--- config.mk ---
export PLATFORM = sky130hd
export DESIGN_NAME = fetch_unit_flat
export DESIGN_NICKNAME = d
export VERILOG_FILES = /design/src/rtl/fetch_unit_if.sv /design/src/rtl/fetch_unit.sv /design/src/flat_wrapper.sv
export SDC_FILE = /design/constraint.sdc
export NUM_CORES = 1
export LEC_CHECK = 0
export ABC_AREA = 1
export CAP_MARGIN = 20
export CORE_AREA = 2 2 100 78
export DETAILED_ROUTE_END_ITERATION = 10
export DIE_AREA = 0 0 102 80
export GPL_ROUTABILITY_DRIVEN = 0
export GPL_TIMING_DRIVEN = 0
export PLACE_DENSITY = 0.94
export SLEW_MARGIN = 10
export SYNTH_ARGS = -nofsm -noshare
export SYNTH_HDL_FRONTEND = slang
export SYNTH_SLANG_ARGS = --single-unit
--- constraint.sdc ---
create_clock -name clk -period 3.34 [get_ports clk]
set_input_delay 0.334 -clock clk [delete_from_list [all_inputs] [get_ports clk]]
set_output_delay 0.334 -clock clk [all_outputs]
set_load 0.1 [all_outputs]
--- src/rtl/fetch_unit_if.sv ---
// Fetch-side bundle: byte memory read port, decoder word handshake and
// execute-stage redirect inputs.
interface fetch_unit_if;
  logic [15:0] mem_addr;
  logic        mem_read;
  logic [7:0]  mem_data;
  logic        mem_ready;
  logic [15:0] word;
  logic [15:0] word_pc;
  logic        word_valid;
  logic        word_ready;
  logic        jump_en;
  logic [15:0] jump_addr;
  logic        rjmp_en;
  logic [9:0]  rjmp_offset;

  modport master (
    output mem_addr, mem_read, word, word_pc, word_valid,
    input  mem_data, mem_ready, word_ready, jump_en, jump_addr, rjmp_en, rjmp_offset
  );

  modport slave (
    input  mem_addr, mem_read, word, word_pc, word_valid,
    output mem_data, mem_ready, word_ready, jump_en, jump_addr, rjmp_en, rjmp_offset
  );
endinterface

--- src/rtl/fetch_unit.sv ---
// Instruction fetch: assembles 16-bit words from two byte reads (low first),
// presents them to the decoder and honours absolute/relative redirects.
module fetch_unit #(
  parameter logic [15:0] RESET_VECTOR = 16'h0000
) (
  input  logic         clk,
  input  logic         reset_n,
  fetch_unit_if.master bus
);

  typedef enum logic [1:0] {FETCH_LO, FETCH_HI, HOLD} state_t;

  state_t      state, state_nxt;
  logic [15:0] pc, pc_nxt;
  logic [15:0] word_q, word_nxt;
  logic [15:0] wpc_q, wpc_nxt;
  logic [7:0]  lo, lo_nxt;
  logic        wv, wv_nxt;
  logic        xfer, redirect;
  logic [15:0] target;

  assign bus.mem_read   = reset_n && (state != HOLD);
  assign bus.mem_addr   = (state == FETCH_HI) ? pc + 16'd1 : pc;
  assign bus.word       = word_q;
  assign bus.word_pc    = wpc_q;
  assign bus.word_valid = wv;

  assign xfer     = bus.mem_read && bus.mem_ready;
  assign redirect = bus.jump_en | bus.rjmp_en;
  // Relative target is anchored on the word currently presented, not on pc.
  assign target   = bus.jump_en ? {bus.jump_addr[15:1], 1'b0}
                                : wpc_q + {{5{bus.rjmp_offset[9]}}, bus.rjmp_offset, 1'b0};

  always_comb begin
    state_nxt = state;
    pc_nxt    = pc;
    word_nxt  = word_q;
    wpc_nxt   = wpc_q;
    lo_nxt    = lo;
    wv_nxt    = wv;
    if (redirect) begin
      // In-flight bytes are dropped simply by not latching them.
      pc_nxt    = target;
      wv_nxt    = 1'b0;
      state_nxt = FETCH_LO;
    end else begin
      unique case (state)
        FETCH_LO: if (xfer) begin
          lo_nxt    = bus.mem_data;
          state_nxt = FETCH_HI;
        end
        FETCH_HI: if (xfer) begin
          word_nxt  = {bus.mem_data, lo};
          wpc_nxt   = pc;
          wv_nxt    = 1'b1;
          pc_nxt    = pc + 16'd2;
          state_nxt = HOLD;
        end
        HOLD: if (bus.word_ready) begin
          wv_nxt    = 1'b0;
          state_nxt = FETCH_LO;
        end
        default: state_nxt = FETCH_LO;
      endcase
    end
  end

  always_ff @(posedge clk) begin
    if (!reset_n) begin
      state  <= FETCH_LO;
      pc     <= {RESET_VECTOR[15:1], 1'b0};
      word_q <= '0;
      wpc_q  <= '0;
      lo     <= '0;
      wv     <= 1'b0;
    end else begin
      state  <= state_nxt;
      pc     <= pc_nxt;
      word_q <= word_nxt;
      wpc_q  <= wpc_nxt;
      lo     <= lo_nxt;
      wv     <= wv_nxt;
    end
  end

endmodule

--- src/flat_wrapper.sv ---
// flat-port wrapper written by rule: the top's interface ports become plain ports
module fetch_unit_flat 
#(
  parameter logic [15:0] RESET_VECTOR = 16'h0000
)
  (clk, reset_n, bus_mem_addr, bus_mem_read, bus_word, bus_word_pc, bus_word_valid, bus_mem_data, bus_mem_ready, bus_word_ready, bus_jump_en, bus_jump_addr, bus_rjmp_en, bus_rjmp_offset);
  fetch_unit_if bus_i ();
  input  logic clk;
  input  logic reset_n;
  output wire logic [$bits(bus_i.mem_addr)-1:0] bus_mem_addr;
  output wire logic [$bits(bus_i.mem_read)-1:0] bus_mem_read;
  output wire logic [$bits(bus_i.word)-1:0] bus_word;
  output wire logic [$bits(bus_i.word_pc)-1:0] bus_word_pc;
  output wire logic [$bits(bus_i.word_valid)-1:0] bus_word_valid;
  input wire logic [$bits(bus_i.mem_data)-1:0] bus_mem_data;
  input wire logic [$bits(bus_i.mem_ready)-1:0] bus_mem_ready;
  input wire logic [$bits(bus_i.word_ready)-1:0] bus_word_ready;
  input wire logic [$bits(bus_i.jump_en)-1:0] bus_jump_en;
  input wire logic [$bits(bus_i.jump_addr)-1:0] bus_jump_addr;
  input wire logic [$bits(bus_i.rjmp_en)-1:0] bus_rjmp_en;
  input wire logic [$bits(bus_i.rjmp_offset)-1:0] bus_rjmp_offset;
  assign bus_mem_addr = bus_i.mem_addr;
  assign bus_mem_read = bus_i.mem_read;
  assign bus_word = bus_i.word;
  assign bus_word_pc = bus_i.word_pc;
  assign bus_word_valid = bus_i.word_valid;
  assign bus_i.mem_data = bus_mem_data;
  assign bus_i.mem_ready = bus_mem_ready;
  assign bus_i.word_ready = bus_word_ready;
  assign bus_i.jump_en = bus_jump_en;
  assign bus_i.jump_addr = bus_jump_addr;
  assign bus_i.rjmp_en = bus_rjmp_en;
  assign bus_i.rjmp_offset = bus_rjmp_offset;
  fetch_unit #(.RESET_VECTOR(RESET_VECTOR)) u_core (.clk(clk), .reset_n(reset_n), .bus(bus_i));
endmodule
# After elaboration in Yosys (flattened, before gate mapping)

Index checks and enable logic that the tools add are counted.

Bits of input ports: 40
Flip-flop bits (word level): 59
Word-level logic and storage cells: 42
Output and inout port bits: 50

Multiplexer cells: 12
Add/subtract/negate cells: 3
Bitwise gates (word level): 3
Reductions and logical operators: 12
Eq/ne operators: 6

Operators with widths:

| operator                                            | number |
|---|---|
| 2-to-1 mux 16 bit                                   | 5 |
| adder 16 x 1 -> 16 bit, second input constant       | 1 |
| adder 16 bit                                        | 1 |
| adder 16 x 2 -> 16 bit, second input constant       | 1 |
| AND reduction 3 bit                                 | 4 |
| 2-to-1 mux 2 bit                                    | 3 |
| one-hot mux 2 bit (3 select lines)                  | 1 |
| nonzero test 2 bit                                  | 3 |
| != test 2 x 1 -> 1 bit, second input constant       | 2 |
| != test 2 bit, second input constant                | 2 |
| equality test 2 x 1 -> 1 bit, second input constant | 1 |
| equality test 2 bit, second input constant          | 1 |
| logical AND 1 bit                                   | 2 |
| logical NOT 2 bit                                   | 1 |
| 2-to-1 mux 1 bit                                    | 2 |
| NOT 1 bit                                           | 2 |
| one-hot mux 1 bit (2 select lines)                  | 1 |
| AND reduction 2 bit                                 | 1 |
| OR reduction 2 bit                                  | 1 |
| bitwise OR 1 bit                                    | 1 |

# Logic depth before layout (Yosys ltp)

Gate-level depths: netlist (run 1).

Depth after elaboration: 6
Mapped depth: 12
Gate-level depth less buffers: 12

# Least setup slack after synthesis (run 1)

No wires, ideal clock.

Path type: reg-to-output
Start: reg u_core.state[1]
End: out bus_mem_addr[11]
Arrival: 2,663 ps
Path slack: 343 ps
Data required time: 3,006 ps
Path buffers: 0
Cell stages (with the launch flop): 3
Cells stage by stage: dfxtp_1 nor3_4 o21ai_0

Longest elaborated chain between the ends: 2

RTL lines:

| what                         | line               | source |
|---|---|---|
| start, declared              | fetch_unit.sv:13   | `state_t state, state_nxt;` |
| start signal, assigned       | fetch_unit.sv:77   | `state <= state_nxt;` |
| equality test 2 x 1 -> 1 bit | fetch_unit.sv:23   | `assign bus.mem_addr = (state == FETCH_HI) ? pc + 16'd1 : pc;` |
| 2-to-1 mux 16 bit            | fetch_unit.sv:23   |  |
| end, declared                | flat_wrapper.sv:10 | `output wire logic [$bits(bus_i.mem_addr)-1:0] bus_mem_addr;` |

Every way passes these cells.

# Worst setup path in the final report (run 1)

Start: reg u_core.pc[1]
End: out bus_mem_addr[8]

Longest elaborated chain between the ends: 2

RTL lines:

| what                   | line             | source |
|---|---|---|
| start, declared        | fetch_unit.sv:14 | `logic [15:0] pc, pc_nxt;` |
| start signal, assigned | fetch_unit.sv:71 | `pc <= {RESET_VECTOR[15:1], 1'b0};` |
| start signal, assigned | fetch_unit.sv:78 | `pc <= pc_nxt;` |
| adder 16 x 1 -> 16 bit | fetch_unit.sv:23 |  |
| 2-to-1 mux 16 bit      | fetch_unit.sv:23 |  |

Every way passes these cells.

==> run_summary.xml, run 1 <==
<?xml version="1.0" encoding="UTF-8"?>
<metrics>
  <group name="logic_synthesis">
    <metric name="syn_avg_cell_area" unit="um2">6.500</metric>
    <metric name="synth_enable_flop_cells" unit="">0</metric>
    <metric name="ys_dominant_reg_cell" unit="">dfxtp_1</metric>
    <metric name="synth_cells" unit="">584</metric>
    <metric name="mappedNetlistNets" unit="">641</metric>
    <metric name="sequential_cell_area_fraction_in_the_yosys_report" unit="">0.3111</metric>
    <metric name="ys_warn_count" unit="">0</metric>
    <metric name="asyncSetResetFlopFracSynth" unit="">0</metric>
    <metric name="synth_area" unit="um2">3796</metric>
    <metric name="yosys.cell_types.count" unit="">36</metric>
    <metric name="yosys_register_bits" unit="">59</metric>
  </group>
  <group name="clocking">
    <metric name="insertion_delay" unit="ns">0.35</metric>
    <metric name="tritoncts" unit="">done</metric>
    <metric name="sinks_on_the_clock_net" unit="">59</metric>
    <metric name="h-tree-depth" unit="">3</metric>
    <metric name="cts.root.buffer_cell" unit="">clkbuf_8</metric>
    <metric name="cts_buf_count" unit="">9</metric>
    <metric name="cts.path.max_buffers" unit="">2</metric>
    <metric name="cts.clk_slew.worst_paths" unit="ns">0.07</metric>
    <metric name="cts_post_setup_buffers_inserted" unit="">0</metric>
  </group>
  <group name="cells_and_area">
    <metric name="fillers" unit="">559</metric>
    <metric name="multi_input_area" unit="um2">2210</metric>
    <metric name="finish.utilization" unit="">0.6983</metric>
    <metric name="antenna-diode-count" unit="">0</metric>
    <metric name="fin_cells" unit="">788</metric>
    <metric name="sequential_cell_area" unit="um2">1181</metric>
    <metric name="finish.net_count" unit="">739</metric>
    <metric name="syn_to_final_growth" unit="%">31.74</metric>
    <metric name="most-common-layout-cells" unit="">114 x nand2_1, 91 x nor2_1, 81 x clkdlybuf4s50_1</metric>
    <metric name="drive_above_1_share" unit="">0.08443</metric>
    <metric name="most_frequent_standard_cell_in_the_layout_excluding_fill_and_tap_cells" unit="">nand2_1</metric>
    <metric name="design_area" unit="um2">5001</metric>
  </group>
  <group name="global_routing">
    <metric name="number_of_antenna_violations_at_the_first_check_in_global_routing" unit="">0</metric>
    <metric name="pin_count_of_the_biggest_net_entering_global_routing" unit="">13</metric>
    <metric name="global_route.overflow_total" unit="">0</metric>
    <metric name="number_of_global_route_vias_before_repair" unit="">4229</metric>
    <metric name="grt_resource_usage_total" unit="">0.3126</metric>
    <metric name="grt_first_pass_wirelength" unit="um">19640</metric>
  </group>
  <group name="die">
    <metric name="floorplan.rows" unit="">27</metric>
    <metric name="num_io_pins" unit="">90</metric>
    <metric name="floorplan.core_area" unit="um2">7162</metric>
    <metric name="design.die.area" unit="um2">8160</metric>
    <metric name="die-height" unit="um">80</metric>
    <metric name="floorplan.die.width" unit="um">102</metric>
    <metric name="floorplan.initialDensity" unit="">0.5300</metric>
  </group>
  <group name="routing">
    <metric name="drt_drc_violations_left" unit="">0</metric>
    <metric name="wire_per_inst" unit="um">15.99</metric>
    <metric name="vias_per_cell" unit="">5.665</metric>
    <metric name="detail-route-antenna-nets" unit="">0</metric>
    <metric name="via_count" unit="">4464</metric>
    <metric name="drt-initial-drc-count" unit="">524</metric>
    <metric name="totalWireLength" unit="um">12600</metric>
    <metric name="detail_route.first_pass.iterations" unit="">5</metric>
  </group>
  <group name="pwr">
    <metric name="net_switching_power_figure" unit="uW">620.1</metric>
    <metric name="pwr-share-clk" unit="">0.365</metric>
    <metric name="power.share.sequential" unit="">0.410</metric>
    <metric name="power.combinational.fraction" unit="">0.225</metric>
    <metric name="leakage" unit="nW">2.259</metric>
    <metric name="vdd_ir_drop_max" unit="uV">260.1</metric>
    <metric name="pwr_density_cell" unit="nW/um2">363.7</metric>
    <metric name="internal_power" unit="mW">1.199</metric>
    <metric name="total_power" unit="mW">1.819</metric>
    <metric name="power.share.switching" unit="">0.3409</metric>
  </group>
  <group name="sta">
    <metric name="maxClockFrequency" unit="MHz">304.4</metric>
    <metric name="postLayoutSetupSlackWorst" unit="ns">0.05525</metric>
    <metric name="worst_slew_margin_rel" unit="">0.3170</metric>
    <metric name="final.hold.worst_slack" unit="ns">0.3560</metric>
    <metric name="setup_total_negative_slack" unit="ns">0</metric>
    <metric name="setup_viol" unit="">0</metric>
    <metric name="report.final.slew_viol_count" unit="">0</metric>
    <metric name="worst-slew-pin-transition" unit="ns">1.021</metric>
    <metric name="timing_hold_violations_final" unit="">0</metric>
    <metric name="rsz_0062_raised_after_global_routing" unit="">false</metric>
    <metric name="final_worst_path_cycle_share" unit="">0.9835</metric>
    <metric name="final.min_clock_period" unit="ns">3.285</metric>
    <metric name="finClkSkew" unit="ns">0.007964</metric>
  </group>
  <group name="worst_setup_path">
    <metric name="capture_instance_of_the_worst_register_to_register_path" unit="">u_core.pc[15]$_SDFFE_PN0P_</metric>
    <metric name="worstSetupStartpointType" unit="">flip-flop</metric>
    <metric name="data_required_critical_path" unit="ns">3.01</metric>
    <metric name="timing.critical_path.depth" unit="">7</metric>
    <metric name="rrSetupSlack" unit="ns">1.27</metric>
    <metric name="setup.worst_path.class" unit="">reg -&gt; out</metric>
    <metric name="worstSetupEndpointType" unit="">primary output</metric>
    <metric name="r2r-start" unit="">u_core.bus.word_pc[1]$_SDFFE_PN0P_</metric>
    <metric name="path_delay_family" unit="">buffers and inverters</metric>
    <metric name="worstPathArrival" unit="ns">2.95</metric>
    <metric name="ff2ff_path_depth" unit="">12</metric>
    <metric name="critical-path-max-stage-delay" unit="ns">1.16</metric>
    <metric name="critical_path.cell_chain" unit="">ha_1, nand2_2, nor2_2, nand2_2, nor2_1, xor2_1, clkdlybuf4s50_1</metric>
    <metric name="critical_path_s_slowest_cell" unit="">clkdlybuf4s50_1</metric>
    <metric name="worst_path_most_repeated_cell" unit="">nand2_2</metric>
    <metric name="critical_path_peak_fanout" unit="">7</metric>
    <metric name="worst-path-buf-inv" unit="">1</metric>
  </group>
  <group name="outcome">
    <metric name="outcome" unit="">completed</metric>
  </group>
  <group name="min_path">
    <metric name="hp-start" unit="">reset_n</metric>
    <metric name="hold_end" unit="">u_core.bus.word_pc[2]$_SDFFE_PN0P_</metric>
    <metric name="hp-class" unit="">in -&gt; reg</metric>
    <metric name="whs_path_depth" unit="">3</metric>
  </group>
  <group name="place">
    <metric name="placed_cell_area" unit="um2">4793</metric>
    <metric name="port_buffers" unit="">87</metric>
    <metric name="place_inst" unit="">772</metric>
    <metric name="dp_slack" unit="ns">0.3959</metric>
    <metric name="detailed_place_hpwl" unit="um">9485</metric>
  </group>
  <group name="flow_run">
    <metric name="maximum_capacitance_violations" unit="">0</metric>
  </group>
</metrics>
## routing by layer
metal / up-vias / wire, um / GRT usage
met5: - / 0 / 0
met3: 67 / 1505 / 0.09107
met4: 0 / 463 / 0.1507
met1: 2004 / 4977 / 0.3985
met2: 325 / 5655 / 0.4836
li1: 2068 / - / -
## power groups by stage
stage               sequential (mW)  clock, mW  combinational, mW
floorplan                     0.762          0              0.262
global route                  0.748      0.695              0.431
detailed placement            0.760          0              0.398
global placement              0.759          0              0.389
CTS                           0.744      0.665              0.400
finish                        0.746      0.664              0.409
## cell usage after synthesis (all sizes together) (2+ instances only)
master,count,share of area
nor3,9,0.019
inv,81,0.080
ha,16,0.053
clkbuf,6,0.0063
o221ai,3,0.0069
xnor2,5,0.012
nor2,100,0.11
nand3,28,0.040
o21ai,69,0.091
nand4,6,0.012
dfxtp,59,0.31
nand2,122,0.13
xor2,15,0.035
buf,12,0.020
a21oi,44,0.058
or2,2,0.0033
o211ai,2,0.0040
## worst max path at each step
| stage | startpoint | to |
|---|---|---|
| 2_1_floorplan | u_core.state[1]$_SDFFE_PP0P_ | bus_mem_addr[11] |
| 3_3_place_gp | u_core.pc[0]$_SDFFE_PN0P_ | bus_mem_addr[5] |
| 3_5_place_dp | u_core.pc[1]$_SDFFE_PN0P_ | bus_mem_addr[12] |
| 4_1_cts | u_core.pc[0]$_SDFFE_PN0P_ | bus_mem_addr[13] |
| 5_1_grt | u_core.pc[1]$_SDFFE_PN0P_ | bus_mem_addr[11] |
| 6_report | u_core.pc[1]$_SDFFE_PN0P_ | bus_mem_addr[8] |
## cells by family after synthesis
| kind of cell | count (synthesis) | share of synthesized area |
|---|---|---|
| AND/OR/NAND/NOR | 268 | 0.3125 |
| AO/OA/AOI/OAI | 121 | 0.1655 |
| buffers and inverters | 99 | 0.1068 |
| flip-flops | 59 | 0.3111 |
| XOR/XNOR | 20 | 0.04614 |
| adder cells (fa/ha/maj) | 17 | 0.05801 |
## sequential cells by signal (all words and copies together), names as in the netlist
register and cells:
u_core.bus.word 16, u_core.bus.word_pc 16, u_core.bus.word_valid 1, u_core.lo 8, u_core.pc 16, u_core.state 2
## worst min-delay path, delay by kind of cell
kind / cells / cell delay (ns)
buffers and inverters: 1 / 0.17
AOI/OAI and AO/OA: 2 / 0.16
## timing repair
item | 4_1_cts | 5_1_grt
setup endpoints to repair | 2 | 4
gates resized for setup | 2 | 4
hold buffers | 0 | 0
gates cloned | 0 | 0
## area by class of cell
type | instances | area share
Tap cell | 101 | 0.02527
Clock buffer | 9 | 0.02477
Buffer | 18 | 0.02027
Inverter | 81 | 0.06080
Clock inverter | 7 | 0.01526
Timing Repair Buffer | 87 | 0.1756
Sequential cell | 59 | 0.2362
Multi-Input combinational cell | 426 | 0.4418
Power figures use the tool's default switching activity.
==> inputs of run 2 (changes only) <==
==> constraint.sdc (replaced) <==
create_clock -name clk -period 3.34 [get_ports clk]
set_input_delay 0.501 -clock clk [delete_from_list [all_inputs] [get_ports clk]]
set_output_delay 0.501 -clock clk [all_outputs]
set_load 0.1 [all_outputs]
==> run_summary.xml, run 2 (same netlist as run 1, synthesis figures left out) <==
<?xml version="1.0" encoding="UTF-8"?>
<metrics>
  <group name="die">
    <metric name="design.die.area" unit="um2">8160</metric>
    <metric name="floorplan.initialDensity" unit="">0.5300</metric>
    <metric name="num_io_pins" unit="">90</metric>
    <metric name="floorplan.die.width" unit="um">102</metric>
    <metric name="floorplan.core_area" unit="um2">7162</metric>
    <metric name="floorplan.rows" unit="">27</metric>
    <metric name="die-height" unit="um">80</metric>
  </group>
  <group name="sta">
    <metric name="final.hold.worst_slack" unit="ns">0.4861</metric>
    <metric name="report.final.slew_viol_count" unit="">0</metric>
    <metric name="setup_total_negative_slack" unit="ns">0</metric>
    <metric name="maxClockFrequency" unit="MHz">304.2</metric>
    <metric name="setup_viol" unit="">0</metric>
    <metric name="final.min_clock_period" unit="ns">3.288</metric>
    <metric name="finClkSkew" unit="ns">0.009031</metric>
    <metric name="worst-slew-pin-transition" unit="ns">1.015</metric>
    <metric name="final_worst_path_cycle_share" unit="">0.9843</metric>
    <metric name="worst_slew_margin_rel" unit="">0.3213</metric>
    <metric name="rsz_0062_raised_after_global_routing" unit="">false</metric>
    <metric name="timing_hold_violations_final" unit="">0</metric>
  </group>
  <group name="cells_and_area">
    <metric name="drive_above_1_share" unit="">0.08443</metric>
    <metric name="antenna-diode-count" unit="">0</metric>
    <metric name="syn_to_final_growth" unit="%">31.48</metric>
    <metric name="most-common-layout-cells" unit="">114 x nand2_1, 91 x nor2_1, 77 x inv_1, 77 x clkdlybuf4s50_1, 64 x o21ai_0</metric>
    <metric name="finish.net_count" unit="">739</metric>
    <metric name="most_frequent_standard_cell_in_the_layout_excluding_fill_and_tap_cells" unit="">nand2_1</metric>
    <metric name="fillers" unit="">565</metric>
  </group>
  <group name="routing">
    <metric name="drt-initial-drc-count" unit="">592</metric>
    <metric name="vias_per_cell" unit="">5.659</metric>
    <metric name="wire_per_inst" unit="um">15.92</metric>
    <metric name="detail_route.first_pass.iterations" unit="">7</metric>
    <metric name="drt_drc_violations_left" unit="">0</metric>
    <metric name="totalWireLength" unit="um">12550</metric>
    <metric name="detail-route-antenna-nets" unit="">0</metric>
    <metric name="via_count" unit="">4459</metric>
  </group>
  <group name="outcome">
    <metric name="outcome" unit="">completed</metric>
  </group>
  <group name="min_path">
    <metric name="hp-class" unit="">reg -&gt; reg</metric>
  </group>
  <group name="global_routing">
    <metric name="pin_count_of_the_biggest_net_entering_global_routing" unit="">13</metric>
    <metric name="number_of_global_route_vias_before_repair" unit="">4238</metric>
    <metric name="number_of_antenna_violations_at_the_first_check_in_global_routing" unit="">0</metric>
    <metric name="grt_first_pass_wirelength" unit="um">19620</metric>
    <metric name="global_route.overflow_total" unit="">0</metric>
    <metric name="grt_resource_usage_total" unit="">0.3126</metric>
  </group>
  <group name="flow_run">
    <metric name="maximum_capacitance_violations" unit="">0</metric>
  </group>
  <group name="worst_setup_path">
    <metric name="critical_path_peak_fanout" unit="">7</metric>
    <metric name="worstSetupStartpointType" unit="">flip-flop</metric>
    <metric name="critical_path_s_slowest_cell" unit="">clkdlybuf4s50_1</metric>
    <metric name="worst-path-buf-inv" unit="">2</metric>
    <metric name="worst_path_most_repeated_cell" unit="">nand2_2</metric>
    <metric name="setup.worst_path.class" unit="">reg -&gt; out</metric>
    <metric name="critical_path.cell_chain" unit="">ha_1, nand2_2, nor2_2, nand2_2, xor2_1, inv_1, clkdlybuf4s50_1</metric>
    <metric name="critical-path-max-stage-delay" unit="ns">1.12</metric>
    <metric name="data_required_critical_path" unit="ns">2.84</metric>
    <metric name="path_delay_family" unit="">buffers and inverters</metric>
    <metric name="worstPathArrival" unit="ns">2.79</metric>
    <metric name="worstSetupEndpointType" unit="">primary output</metric>
  </group>
  <group name="clocking">
    <metric name="cts.path.max_buffers" unit="">2</metric>
    <metric name="cts.clk_slew.worst_paths" unit="ns">0.07</metric>
    <metric name="cts.root.buffer_cell" unit="">clkbuf_8</metric>
    <metric name="cts_buf_count" unit="">9</metric>
    <metric name="tritoncts" unit="">done</metric>
    <metric name="insertion_delay" unit="ns">0.35</metric>
    <metric name="holdBufCountCts" unit="">0</metric>
    <metric name="sinks_on_the_clock_net" unit="">59</metric>
    <metric name="h-tree-depth" unit="">3</metric>
    <metric name="cts_post_setup_buffers_inserted" unit="">0</metric>
  </group>
  <group name="place">
    <metric name="detailed_place_hpwl" unit="um">9485</metric>
    <metric name="port_buffers" unit="">87</metric>
  </group>
  <group name="pwr">
    <metric name="leakage" unit="nW">2.244</metric>
    <metric name="pwr_density_cell" unit="nW/um2">363.5</metric>
    <metric name="vdd_ir_drop_max" unit="uV">261.2</metric>
  </group>
</metrics>
==> run 2: changes by cell type in the layout (fill, tap and decap cells not counted), sizes merged <==
cell           change
clkdlybuf4s15      +2
dlygate4sd2        +4
dlymetal6s2s       -2
clkdlybuf4s50      -4
==> run 2: final cells by class <==
| class | instances | area [um2] | area share |
|---|---|---|---|
| inverter | 81 | 304.0 | 0.06092 |
| tap | 101 | 126.4 | 0.02532 |
| buffer | 18 | 101.3 | 0.02031 |
| clock buffer | 9 | 123.9 | 0.02482 |
| clock inverter | 7 | 76.32 | 0.01529 |
| sequential | 59 | 1181 | 0.2367 |
| timing repair buffer | 87 | 868.3 | 0.1740 |
| multi-input combinational | 426 | 2210 | 0.4427 |
==> run 2: power breakdown <==
part / switching, mW / internal [mW]
logic: 0.280 / 0.125
clock network: 0.316 / 0.347
registers: 0.0228 / 0.723
total: 0.619 / 1.20
==> run 2: layer usage <==
metal | GRT usage | part of all wire | wire length (um) | vias up
met5 | 0 | 0 | 0 | -
met4 | 0.1533 | 0.042 | 527 | 0
met3 | 0.09107 | 0.12 | 1486 | 83
met2 | 0.4829 | 0.44 | 5509 | 326
met1 | 0.3980 | 0.40 | 5025 | 1976
li1 | - | - | - | 2074
==> run 2: worst paths after layout <==
| kind | from | end | slack [ns] | cells after the start |
|---|---|---|---|---|
| max | u_core.pc[1]$_SDFFE_PN0P_ | bus_mem_addr[6] | 0.05 | 7 |
| max reg2reg | u_core.bus.word_pc[1]$_SDFFE_PN0P_ | u_core.pc[15]$_SDFFE_PN0P_ | 1.27 | 11 |
| min | u_core.bus.word_valid$_SDFFE_PP0P_ | u_core.bus.word_valid$_SDFFE_PP0P_ | 0.49 | 2 |
| min reg2reg | u_core.bus.word_valid$_SDFFE_PP0P_ | u_core.bus.word_valid$_SDFFE_PP0P_ | 0.49 | 2 |
==> run 2: worst min-delay path: stages, from the launching register on <==
cell	delay, ns
dfxtp_1	0.31
o21ai_0	0.07
a21oi_1	0.06
==> run 2: timing repair <==
item	CTS	global route
resized for setup	8	4
cloned	0	0
setup endpoints to repair	8	4
==> run 2: metrics by stage <==
step	instances	utilization	area (um2)	worst slack, ns	power, mW
after floorplan	584	-	3796	0.1763	1.024
after global placement	772	0.6693	4793	0.3128	1.148
after detailed placement	772	0.6693	4793	0.2289	1.158
after CTS	788	0.6958	4984	0.001711	1.805
after global routing	788	0.6969	4991	0.005261	1.870
final	788	0.6969	4991	0.05228	1.814
==> inputs of run 3 (changes only) <==
--- a/config.mk
+++ b/config.mk
@@ -13,6 +13,7 @@
 export GPL_ROUTABILITY_DRIVEN = 0
 export GPL_TIMING_DRIVEN = 0
 export PLACE_DENSITY = 0.94
+export RECOVER_POWER = 50
 export SLEW_MARGIN = 10
 export SYNTH_ARGS = -nofsm -noshare
 export SYNTH_HDL_FRONTEND = slang
==> run_summary.xml, run 3 (same netlist as run 1, synthesis figures left out) <==
<?xml version="1.0" encoding="UTF-8"?>
<metrics>
  <group name="global_routing">
    <metric name="global_route.overflow_total" unit="">0</metric>
    <metric name="pin_count_of_the_biggest_net_entering_global_routing" unit="">13</metric>
    <metric name="number_of_antenna_violations_at_the_first_check_in_global_routing" unit="">0</metric>
    <metric name="grt_first_pass_wirelength" unit="um">19620</metric>
    <metric name="grt_resource_usage_total" unit="">0.3126</metric>
    <metric name="number_of_global_route_vias_before_repair" unit="">4238</metric>
  </group>
  <group name="routing">
    <metric name="via_count" unit="">4471</metric>
    <metric name="detail_route.first_pass.iterations" unit="">5</metric>
    <metric name="vias_per_cell" unit="">5.674</metric>
    <metric name="drt-initial-drc-count" unit="">574</metric>
    <metric name="totalWireLength" unit="um">12580</metric>
    <metric name="wire_per_inst" unit="um">15.96</metric>
    <metric name="drt_drc_violations_left" unit="">0</metric>
    <metric name="detail-route-antenna-nets" unit="">0</metric>
  </group>
  <group name="clocking">
    <metric name="cts.clk_slew.worst_paths" unit="ns">0.07</metric>
    <metric name="cts_buf_count" unit="">9</metric>
    <metric name="insertion_delay" unit="ns">0.36</metric>
    <metric name="cts.root.buffer_cell" unit="">clkbuf_8</metric>
    <metric name="cts.path.max_buffers" unit="">2</metric>
    <metric name="sinks_on_the_clock_net" unit="">59</metric>
    <metric name="holdBufCountCts" unit="">0</metric>
    <metric name="cts_post_setup_buffers_inserted" unit="">0</metric>
    <metric name="h-tree-depth" unit="">3</metric>
    <metric name="cts.repair.resized" unit="">8</metric>
    <metric name="tritoncts" unit="">done</metric>
  </group>
  <group name="worst_setup_path">
    <metric name="worst_path_most_repeated_cell" unit="">nand2_2</metric>
    <metric name="timing.critical_path.depth" unit="">7</metric>
    <metric name="path_delay_family" unit="">buffers and inverters</metric>
    <metric name="worstSetupStartpointType" unit="">flip-flop</metric>
    <metric name="worst-path-buf-inv" unit="">2</metric>
    <metric name="critical_path_s_slowest_cell" unit="">clkdlybuf4s50_1</metric>
    <metric name="r2r-start" unit="">u_core.state[0]$_SDFFE_PP0P_</metric>
    <metric name="ff2ff_path_depth" unit="">9</metric>
    <metric name="startpoint" unit="">u_core.pc[1]$_SDFFE_PN0P_</metric>
    <metric name="data_required_critical_path" unit="ns">2.84</metric>
    <metric name="worstSetupEndpointType" unit="">primary output</metric>
    <metric name="critical_path.cell_chain" unit="">ha_1, nand2_2, nor2_2, nand2_2, xor2_1, inv_1, clkdlybuf4s50_1</metric>
    <metric name="worstPathArrival" unit="ns">2.80</metric>
    <metric name="setup.worst_path.class" unit="">reg -&gt; out</metric>
    <metric name="critical_path_peak_fanout" unit="">7</metric>
    <metric name="critical-path-max-stage-delay" unit="ns">1.12</metric>
  </group>
  <group name="min_path">
    <metric name="hp-start" unit="">u_core.bus.word_valid$_SDFFE_PP0P_</metric>
    <metric name="hp-class" unit="">reg -&gt; reg</metric>
    <metric name="whs_path_depth" unit="">2</metric>
  </group>
  <group name="sta">
    <metric name="timing_hold_violations_final" unit="">0</metric>
    <metric name="maxClockFrequency" unit="MHz">302.5</metric>
    <metric name="report.final.slew_viol_count" unit="">0</metric>
    <metric name="setup_total_negative_slack" unit="ns">0</metric>
    <metric name="setup_viol" unit="">0</metric>
    <metric name="worst_slew_margin_rel" unit="">0.3177</metric>
    <metric name="worst-slew-pin-transition" unit="ns">1.020</metric>
    <metric name="final.min_clock_period" unit="ns">3.306</metric>
    <metric name="finClkSkew" unit="ns">0.008715</metric>
    <metric name="rsz_0062_raised_after_global_routing" unit="">false</metric>
    <metric name="final_worst_path_cycle_share" unit="">0.9897</metric>
  </group>
  <group name="pwr">
    <metric name="leakage" unit="nW">2.210</metric>
    <metric name="total_power" unit="mW">1.812</metric>
    <metric name="pwr_density_cell" unit="nW/um2">366.3</metric>
    <metric name="vdd_ir_drop_max" unit="uV">262.6</metric>
  </group>
  <group name="die">
    <metric name="num_io_pins" unit="">90</metric>
    <metric name="floorplan.initialDensity" unit="">0.5300</metric>
    <metric name="floorplan.die.width" unit="um">102</metric>
    <metric name="floorplan.rows" unit="">27</metric>
    <metric name="floorplan.core_area" unit="um2">7162</metric>
    <metric name="die-height" unit="um">80</metric>
    <metric name="design.die.area" unit="um2">8160</metric>
  </group>
  <group name="cells_and_area">
    <metric name="most-common-layout-cells" unit="">114 x nand2_1, 92 x nor2_1, 78 x inv_1</metric>
    <metric name="finish.net_count" unit="">739</metric>
    <metric name="fillers" unit="">578</metric>
    <metric name="drive_above_1_share" unit="">0.06987</metric>
    <metric name="most_frequent_standard_cell_in_the_layout_excluding_fill_and_tap_cells" unit="">nand2_1</metric>
    <metric name="finish.utilization" unit="">0.6908</metric>
    <metric name="syn_to_final_growth" unit="%">30.32</metric>
    <metric name="antenna-diode-count" unit="">0</metric>
  </group>
  <group name="outcome">
    <metric name="outcome" unit="">completed</metric>
  </group>
  <group name="flow_run">
    <metric name="maximum_capacitance_violations" unit="">0</metric>
  </group>
  <group name="place">
    <metric name="detailed_place_hpwl" unit="um">9485</metric>
    <metric name="port_buffers" unit="">87</metric>
  </group>
</metrics>
[run 3: worst min-delay path: stages, from the launching register on]
cell	delay [ns]
dfxtp_1	0.31
o21ai_0	0.07
a21oi_1	0.06
[run 3: path summary, 6_finish.rpt]
kind	endpoint	slack (ns)
worst max-delay path	bus_mem_addr[6]	0.03
worst min-delay path	u_core.bus.word_valid$_SDFFE_PP0P_	0.49
worst max register to register	u_core.bus.word_pc[0]$_SDFFE_PN0P_	1.27
worst min register to register	u_core.bus.word_valid$_SDFFE_PP0P_	0.49
[run 3: area by class of cell]
class | instances | area [um2] | share of cell area
Clock inverter | 7 | 76.32 | 0.01543
Timing Repair Buffer | 87 | 868.3 | 0.1755
Sequential cell | 59 | 1181 | 0.2387
Inverter | 81 | 304.0 | 0.06146
Multi-Input combinational cell | 426 | 2182 | 0.4411
Tap cell | 101 | 126.4 | 0.02554
Clock buffer | 9 | 123.9 | 0.02504
Buffer | 18 | 85.08 | 0.01720
[run 3: metal layers]
layer  up-vias  global-route usage  wire length, um  part of all wire
li1       2071                   -                -                 -
met1      1987              0.3980             4989              0.40
met2       338              0.4829             5532              0.44
met3        75             0.09107             1550              0.12
met4         0              0.1533              505             0.040
met5         -                   0                0                 0
[run 3: power breakdown]
part           internal [mW]  total, mW  switching, mW
Combinational          0.122      0.400          0.278
Sequential             0.723      0.746         0.0228
Clock                  0.347      0.666          0.318
Total                   1.19       1.81          0.619
[run 3: through the flow]
stage / area (um2) / std cells / hold WS (ns) / setup slack [ns]
2_1_floorplan: 3796 / 584 / 0.4495 / 0.1763
3_3_place_gp: 4793 / 772 / 0.4590 / 0.3128
3_5_place_dp: 4793 / 772 / 0.4680 / 0.2289
4_1_cts: 4984 / 788 / 0.4863 / 0.001711
5_1_grt: 4947 / 788 / 0.5003 / 0.006205
6_report: 4947 / 788 / 0.4862 / 0.03431
